<file path="src/rtl/mem_port_arbiter.sv">
`default_nettype none
// mem_port_arbiter: round-robin sharing of one fixed-latency memory port
// between instruction fetch (port 0) and load/store (port 1). Rev 1.0
module mem_port_arbiter #(
    parameter int ADDR_W  = 32,
    parameter int DATA_W  = 32,
    parameter int MEM_LAT = 2
) (
    input  logic              clk,
    input  logic              rst_n,
    input  logic              req0,
    input  logic [ADDR_W-1:0] addr0,
    input  logic              req1,
    input  logic              we1,
    input  logic [ADDR_W-1:0] addr1,
    input  logic [DATA_W-1:0] wdata1,
    output logic              ack0,
    output logic              ack1,
    output logic [DATA_W-1:0] rdata,
    output logic              mem_en,
    output logic              mem_we,
    output logic [ADDR_W-1:0] mem_addr,
    output logic [DATA_W-1:0] mem_wdata,
    input  logic [DATA_W-1:0] mem_rdata,
    output logic              mux_sel,
    output logic              busy
);

    typedef enum logic [1:0] {
        S_IDLE   = 2'd0,
        S_ACCESS = 2'd1,
        S_RESP   = 2'd2
    } state_t;

    localparam logic [3:0] CNT_LOAD = 4'(MEM_LAT - 1);

    state_t            state_q, state_d;
    logic              mux_sel_q, mux_sel_d;
    logic              last_q, last_d;
    logic [3:0]        cnt_q, cnt_d;
    logic [DATA_W-1:0] rdata_q, rdata_d;
    logic              grant;
    logic              first_cycle;

    always_ff @(posedge clk or negedge rst_n) begin
        if (!rst_n) begin
            state_q   <= S_IDLE;
            mux_sel_q <= 1'b0;
            last_q    <= 1'b1;
            cnt_q     <= 4'd0;
            rdata_q   <= '0;
        end else begin
            state_q   <= state_d;
            mux_sel_q <= mux_sel_d;
            last_q    <= last_d;
            cnt_q     <= cnt_d;
            rdata_q   <= rdata_d;
        end
    end

    // The counter starts at MEM_LAT-1 and only counts down, so the load value
    // uniquely marks the first ACCESS cycle (also when MEM_LAT=1).
    assign first_cycle = (cnt_q == CNT_LOAD);

    always_comb begin
        state_d   = state_q;
        mux_sel_d = mux_sel_q;
        last_d    = last_q;
        cnt_d     = cnt_q;
        rdata_d   = rdata_q;
        grant     = 1'b0;
        mem_en    = 1'b0;
        mem_we    = 1'b0;
        ack0      = 1'b0;
        ack1      = 1'b0;
        case (state_q)
            S_IDLE: begin
                if (req0 || req1) begin
                    grant     = (req0 && req1) ? ~last_q : req1;
                    mux_sel_d = grant;
                    last_d    = grant;
                    cnt_d     = CNT_LOAD;
                    state_d   = S_ACCESS;
                end
            end
            S_ACCESS: begin
                mem_en = first_cycle;
                mem_we = first_cycle & we1 & mux_sel_q;
                if (cnt_q == 4'd0) begin
                    if (!(mux_sel_q && we1)) begin
                        rdata_d = mem_rdata;
                    end
                    state_d = S_RESP;
                end else begin
                    cnt_d = cnt_q - 4'd1;
                end
            end
            S_RESP: begin
                ack0    = ~mux_sel_q;
                ack1    = mux_sel_q;
                state_d = S_IDLE;
            end
            default: begin
                state_d = S_IDLE;
            end
        endcase
    end

    assign mem_addr  = mux_sel_q ? addr1 : addr0;
    assign mem_wdata = wdata1;
    assign mux_sel   = mux_sel_q;
    assign rdata     = rdata_q;
    assign busy      = (state_q != S_IDLE);

endmodule
`default_nettype wire
</file>
<file path="config.mk">
export PLATFORM = sky130hd
export DESIGN_NAME = mem_port_arbiter
export DESIGN_NICKNAME = d
export VERILOG_FILES = /design/src/rtl/mem_port_arbiter.sv
export SDC_FILE = /design/constraint.sdc
export NUM_CORES = 1
export LEC_CHECK = 0
export ABC_CLOCK_PERIOD_IN_PS = 1560
export CAP_MARGIN = 30
export CORE_UTILIZATION = 27
export DETAILED_ROUTE_END_ITERATION = 7
export GPL_TIMING_DRIVEN = 0
export PLACE_DENSITY = 0.78
export SLEW_MARGIN = 25
export SYNTH_ARGS = -nofsm -noshare
export SYNTH_HDL_FRONTEND = slang
export SYNTH_SLANG_ARGS = --single-unit
export TNS_END_PERCENT = 10
</file>
<file path="constraint.sdc">
create_clock -name clk -period 1.56 [get_ports clk]
set_input_delay 0.39 -clock clk [delete_from_list [all_inputs] [get_ports clk]]
set_output_delay 0.39 -clock clk [all_outputs]
set_load 0.005 [all_outputs]
</file>
=== Word-level counts from Yosys, hierarchy flattened ===
Index checks and enable logic that the tools add are counted.

* Memory bits (writable): 0
* Memories kept: 0
* Bits in read-only memories: 0
* Latch bits: 0
* Logic and storage cells: 40
* Flip-flop bits (word level): 40

* Bitwise gates (word level): 5
* Equality and inequality tests: 6
* Div/mod/pow operators: 0
* Shifts and indexed selects: 0
* Reductions and logical operators: 11
* Multiplexer cells: 12
* $lt $le $gt $ge: 0
* Multipliers: 0
* Add/subtract/negate cells: 1

{| class="wikitable"
|+ Operators with widths
! operator !! number
|-
| 2-to-1 mux 32 bit || 1
|-
| 2-to-1 mux 4 bit || 2
|-
| one-hot mux 4 bit (2 select lines) || 1
|-
| != test 2 bit (second input constant) || 3
|-
| AND reduction 3 bit || 2
|-
| 2-to-1 mux 1 bit || 5
|-
| == test 4 x 1 -> 1 bit (second input constant) || 1
|-
| zero test 4 bit || 1
|-
| 2-to-1 mux 2 bit || 2
|-
| one-hot mux 2 bit (2 select lines) || 1
|-
| AND reduction 2 bit || 2
|-
| nonzero test 2 bit || 2
|-
| subtractor 4 x 1 -> 4 bit (second input constant) || 1
|-
| inverter 1 bit || 3
|-
| bitwise AND 1 bit || 2
|-
| == test 2 x 1 -> 1 bit (second input constant) || 1
|-
| == test 2 bit (second input constant) || 1
|-
| logical AND 1 bit || 2
|-
| zero test 2 bit || 1
|-
| logical OR 1 bit || 1
|}

=== Longest topological paths before layout ===
* Depth after elaboration: 4
* Mapped depth: 6

=== Least setup slack after synthesis ===
Ideal clock, no wire load.

* Path type: reg2reg
* Start: register cnt_q[0]
* End: register rdata_q[10] (netlist: rdata[10])
* Buffers on the path: 1
* Setup time: 125 ps
* Path slack: -131 ps
* Period minus slack after synthesis: 1,691 ps
* Stages on the path, launching flop included: 7
* Arrival time: 1,566 ps
* Path through: dfrtp_1 -> inv_1 -> ha_1 -> nor3b_4 -> nand3_4 -> buf_6 -> mux2_4

* Word-level cells in the longest chain between the ends: 2

{| class="wikitable"
|+ RTL lines
! element !! RTL line !! text
|-
| from (decl) || 40 || <nowiki>logic [3:0] cnt_q, cnt_d;</nowiki>
|-
| from (signal assigned) || 56 || <nowiki>cnt_q <= cnt_d;</nowiki>
|-
| zero test 4 bit || 89 || <nowiki>if (cnt_q == 4'd0) begin</nowiki>
|-
| AND reduction 3 bit (no line) || - ||
|-
| to (signal assigned) || 57 || <nowiki>rdata_q <= rdata_d;</nowiki>
|-
| to (decl) || 41 || <nowiki>logic [DATA_W-1:0] rdata_q, rdata_d;</nowiki>
|}

No other way between the ends.
A chain may end at the register's enable or synchronous reset.

=== Worst setup path after layout ===
* Start: register mux_sel_q (netlist: mux_sel)
* End: output mem_addr[3]

* Word-level cells in the longest chain between the ends: 1

{| class="wikitable"
|+ RTL lines
! element !! RTL line !! text
|-
| from (decl) || 38 || <nowiki>logic mux_sel_q, mux_sel_d;</nowiki>
|-
| from (signal assigned) || 54 || <nowiki>mux_sel_q <= mux_sel_d;</nowiki>
|-
| 2-to-1 mux 32 bit || 109 || <nowiki>assign mem_addr = mux_sel_q ? addr1 : addr0;</nowiki>
|-
| to (decl) || 22 || <nowiki>output logic [ADDR_W-1:0] mem_addr,</nowiki>
|}

No other way between the ends.

==> summary.md <==
| Metric | Value |
|---|---|
| Share of the synthesized area in the top cell type | 40.5% |
| Effective utilization at floorplan | 27.8% |
| Critical Path End Type | output pin |
| Post-synthesis sequential element count | 40 |
| Post-synthesis to final-layout area growth | 109% |
| Source-to-sink clock delay at the later pin of the worst-skew pair | 0.29 ns |
| HPWL after detailed placement | 6.08 mm |
| Buffer and inverter count on the worst path | 4 |
| Cell count after synthesis | 184 |
| Chip width | 96.5 µm |
| Fraction of layout instances using a drive strength above 1 | 44.4% |
| Sequential fraction of the synthesis area | 41.6% |
| Total inserted antenna cells | 0 |
| Arrival time at the worst endpoint | 1.52 ns |
| Smallest hold slack | 0.505 ns |
| Count of distinct cell types in the synthesized netlist | 33 |
| Post-synthesis instance area | 2410 µm² |
| Maximum fanout count along the critical path | 8 |
| Register clock-pin slew on the reported worst setup and hold paths | 0.08 ns |
| Top-level port count | 235 |
| Depth of the worst register-to-register path | 6 |
| Clock period minus worst slack | 1.91 ns |
| Die Outline Area | 9300 µm² |
| Max incr delay on CP | 0.40 ns |
| Routed wire length per instance | 15.3 µm |
| DRC violation count after routing | 0 |
| Worst Hold Launch | rdata[27]$_DFFE_PN0P_ |
| CTS Buf Count | 5 |
| Syn_area_per_cell | 13.1 µm² |
| Highest signal layer in the routed design | met4 |
| Max-slew violation total from the final report | 0 |
| Post-detailed-routing wire length | 8.04 mm |
| Post-detailed-route via-to-cell ratio | 4.36 |
| Number of synthesized flops with an enable pin | 0 |
| Longest Clk Path Bufs | 2 |
| CTS sink count | 40 |
| Path category of the worst min-delay check | reg2reg |
| Setup slack on the worst flop-to-flop path | -0.26 ns |
| Antenna violations before repair | 0 |
| Final antenna-violating net count | 0 |
| Wire length of the first global-routing pass | 10.7 mm |
| Leak Pwr | 2.50 nW |
| Transition time at the pin with the least slew margin | 0.384 ns |
| Synth warn | 0 |
| CP Cell Sequence | buf_8, buf_8, buf_4, mux2_4, buf_6 |
| Dominant cell by count in the synthesized netlist | dfrtp_1 |
| Worst r2r dst | rdata[6]$_DFFE_PN0P_ |
| First-pass DRT Iterations | 4 |
| Sequential Area | 1000 µm² |
| Final Hold Violating Endpoints | 0 |
| Setup repair after global routing missed its margin | true |
| Endpoint of the worst hold path | rdata[27]$_DFFE_PN0P_ |
| Worst hold stages | 1 |
| Launching point of the worst reg2reg path | cnt_q[0]$_DFFE_PN0P_ |
| Maximum capacitance violations | 0 |
| Run status | finished, violations left |
| Count of H-tree levels built during CTS | 2 |
| Slowest-stage cell, CP | dfrtp_1 |
| Cell repeated most along the worst path | buf_8 |
| Cell family with most CP delay | buffers and inverters |
| Count of input and output buffers | 202 |
| Setup clock skew after layout | 0.00740 ns |
| Final number of setup-violating endpoints | 68 |
| Leading cell types by count after synthesis | 39 x dfrtp_1, 34 x mux2_2, 32 x buf_4, 30 x mux2_4, 5 x inv_1 |
| Total global-route track usage | 15.2% |
| Final setup slack of the worst path | -0.347 ns |
| Classification of the worst setup path | reg2out |
| Violated checks | setup timing |
| WL met1 | 3.30 mm |
| Largest net degree at the start of global routing | 29 |
| Placer congestion estimate | 0.823 |
| Number of rows created at floorplan | 34 |
| Overall die height | 96.5 µm |
| Wire length on met3 | 454 µm |
| Required time of the worst setup path | 1.17 ns |
| Core box area | 8680 µm² |
| Filler instances | 728 |
| Initial DRC count | 35 |
| Critical path launch point type | flop |
| Largest area contributor in the synthesized netlist | dfrtp_1 |
| Final nets | 552 |
| Overall overflow remaining after global route | 0 |
| Asr flop ratio synth | 100% |
| Pwr/cell area | 1500 nW/µm² |
| Area of combinational cells with multiple inputs | 1180 µm² |
| Biggest area contributors in the synthesized netlist | dfrtp_1 41%, mux2_4 19%, mux2_2 16% |
| Cell at the root of the clock tree | clkbuf_8 |
| Total negative slack for setup checks | -16.65 ns |
| Amount of wire on met2 after detailed routing | 4.23 mm |
| Maximum resistive drop on vdd | 0.000509 V |
| Most used flip-flop cell after synthesis | dfrtp_1 |
| TritonCTS clock tree | yes |
| Maximum achievable frequency | 524 MHz |
| Synthesized net count | 320 |
| Period utilization | 122% |
| Slew margin rel. | 74.2% |
| Via count of the routed design | 2287 |
| Number of global-route vias before repair | 2175 |
| Power Total | 7.54 mW |
repair_timing:
item / in CTS / in global routing
endpoints found under the hold margin: 11 / 0
hold buffers: 1 / 0
resized for setup: 161 / 68
setup buffers: 19 / 3
endpoints found under the setup margin: 84 / 87
cloned: 3 / 0
pin swaps: 2 / 2
how the worst max path moves through the flow:
stage                                     from                    end  slack, ns  cells after the start
after detailed placement   mux_sel$_DFFE_PN0P_           mem_addr[14]      -0.77                      4
after floorplan           cnt_q[0]$_DFFE_PN0P_  rdata[10]$_DFFE_PN0P_      -0.09                      6
after CTS                  mux_sel$_DFFE_PN0P_           mem_addr[14]      -0.45                      6
final                      mux_sel$_DFFE_PN0P_            mem_addr[3]      -0.35                      5
after global placement                   rst_n  rdata[23]$_DFFE_PN0P_      -0.89                      1
after global routing       mux_sel$_DFFE_PN0P_           mem_addr[16]      -0.39                      5
worst register-to-register path: stages (launching register included):
cell and delay, ns:
dfrtp_1 0.41, inv_2 0.12, ha_4 0.15, nor3b_4 0.32
nand3_4 0.19, buf_8 0.20, mux2_4 0.31
flip-flops by register name (all words and copies together) (netlist names):
register,flops
last_q,1
rdata,32
cnt_q,4
mux_sel,1
state_q,2
cells in the final DEF, fill, tap and decap left out, drive strengths merged, types with 2 or more instances in the layout:
cell type      Yosys  layout
nand2              4       4
and3               2       2
dlygate4sd2        0      15
o21ai              4       4
dlymetal6s2s       0      17
ha                 3       3
inv                5       6
nor3               3       3
clkbuf             2      20
nor2               2       2
buf               38      86
clkdlybuf4s50      0     131
nand3              2       2
mux2              64      64
dfrtp             39      39
nor3b              2       2
kinds of logic (layout without fill, tap and decap cells):
family          Yosys count  count (layout)  share of synthesized area [%]
buf+inv                  45             278                           13.1
mux                      65              65                           35.0
compound gates           11              11                           3.12
flops                    40              40                           41.6
simple gates             20              20                           5.56
fa+ha+maj                 3               3                           1.56
stage by stage:
| step | cell area, µm² | setup slack, ns | cells | util [%] |
|---|---|---|---|---|
| after CTS | 4990 | -0.452 | 526 | 57.5 |
| after detailed placement | 4600 | -0.768 | 495 | 53.1 |
| after global placement | 4590 | -0.893 | 494 | 52.9 |
| after floorplan | 2430 | -0.0922 | 184 | - |
| after global routing | 5020 | -0.386 | 525 | 57.9 |
| final | 5020 | -0.347 | 525 | 57.9 |
metal layers:
layer | track usage, % | up-vias
met2 | 26.2 | 102
met4 | 2.57 | 0
met1 | 20.0 | 1100
li1 | - | 1081
met5 | 0 | -
met3 | 2.90 | 4
power breakdown:
part,internal [mW],switching [mW]
combinational,3.21,1.58
clock,0.482,0.377
sequential,1.58,0.313
layout make-up:
cell class | instances | share of cell area (%)
Sequential cell | 40 | 20.0
Tap cell | 108 | 2.69
Buffer | 39 | 6.87
Timing Repair Buffer | 226 | 44.2
Clock buffer | 5 | 1.37
Inverter | 5 | 0.374
Clock inverter | 3 | 0.921
Multi-Input combinational cell | 99 | 23.6
Note: power is estimated with default switching activity, not from simulation.
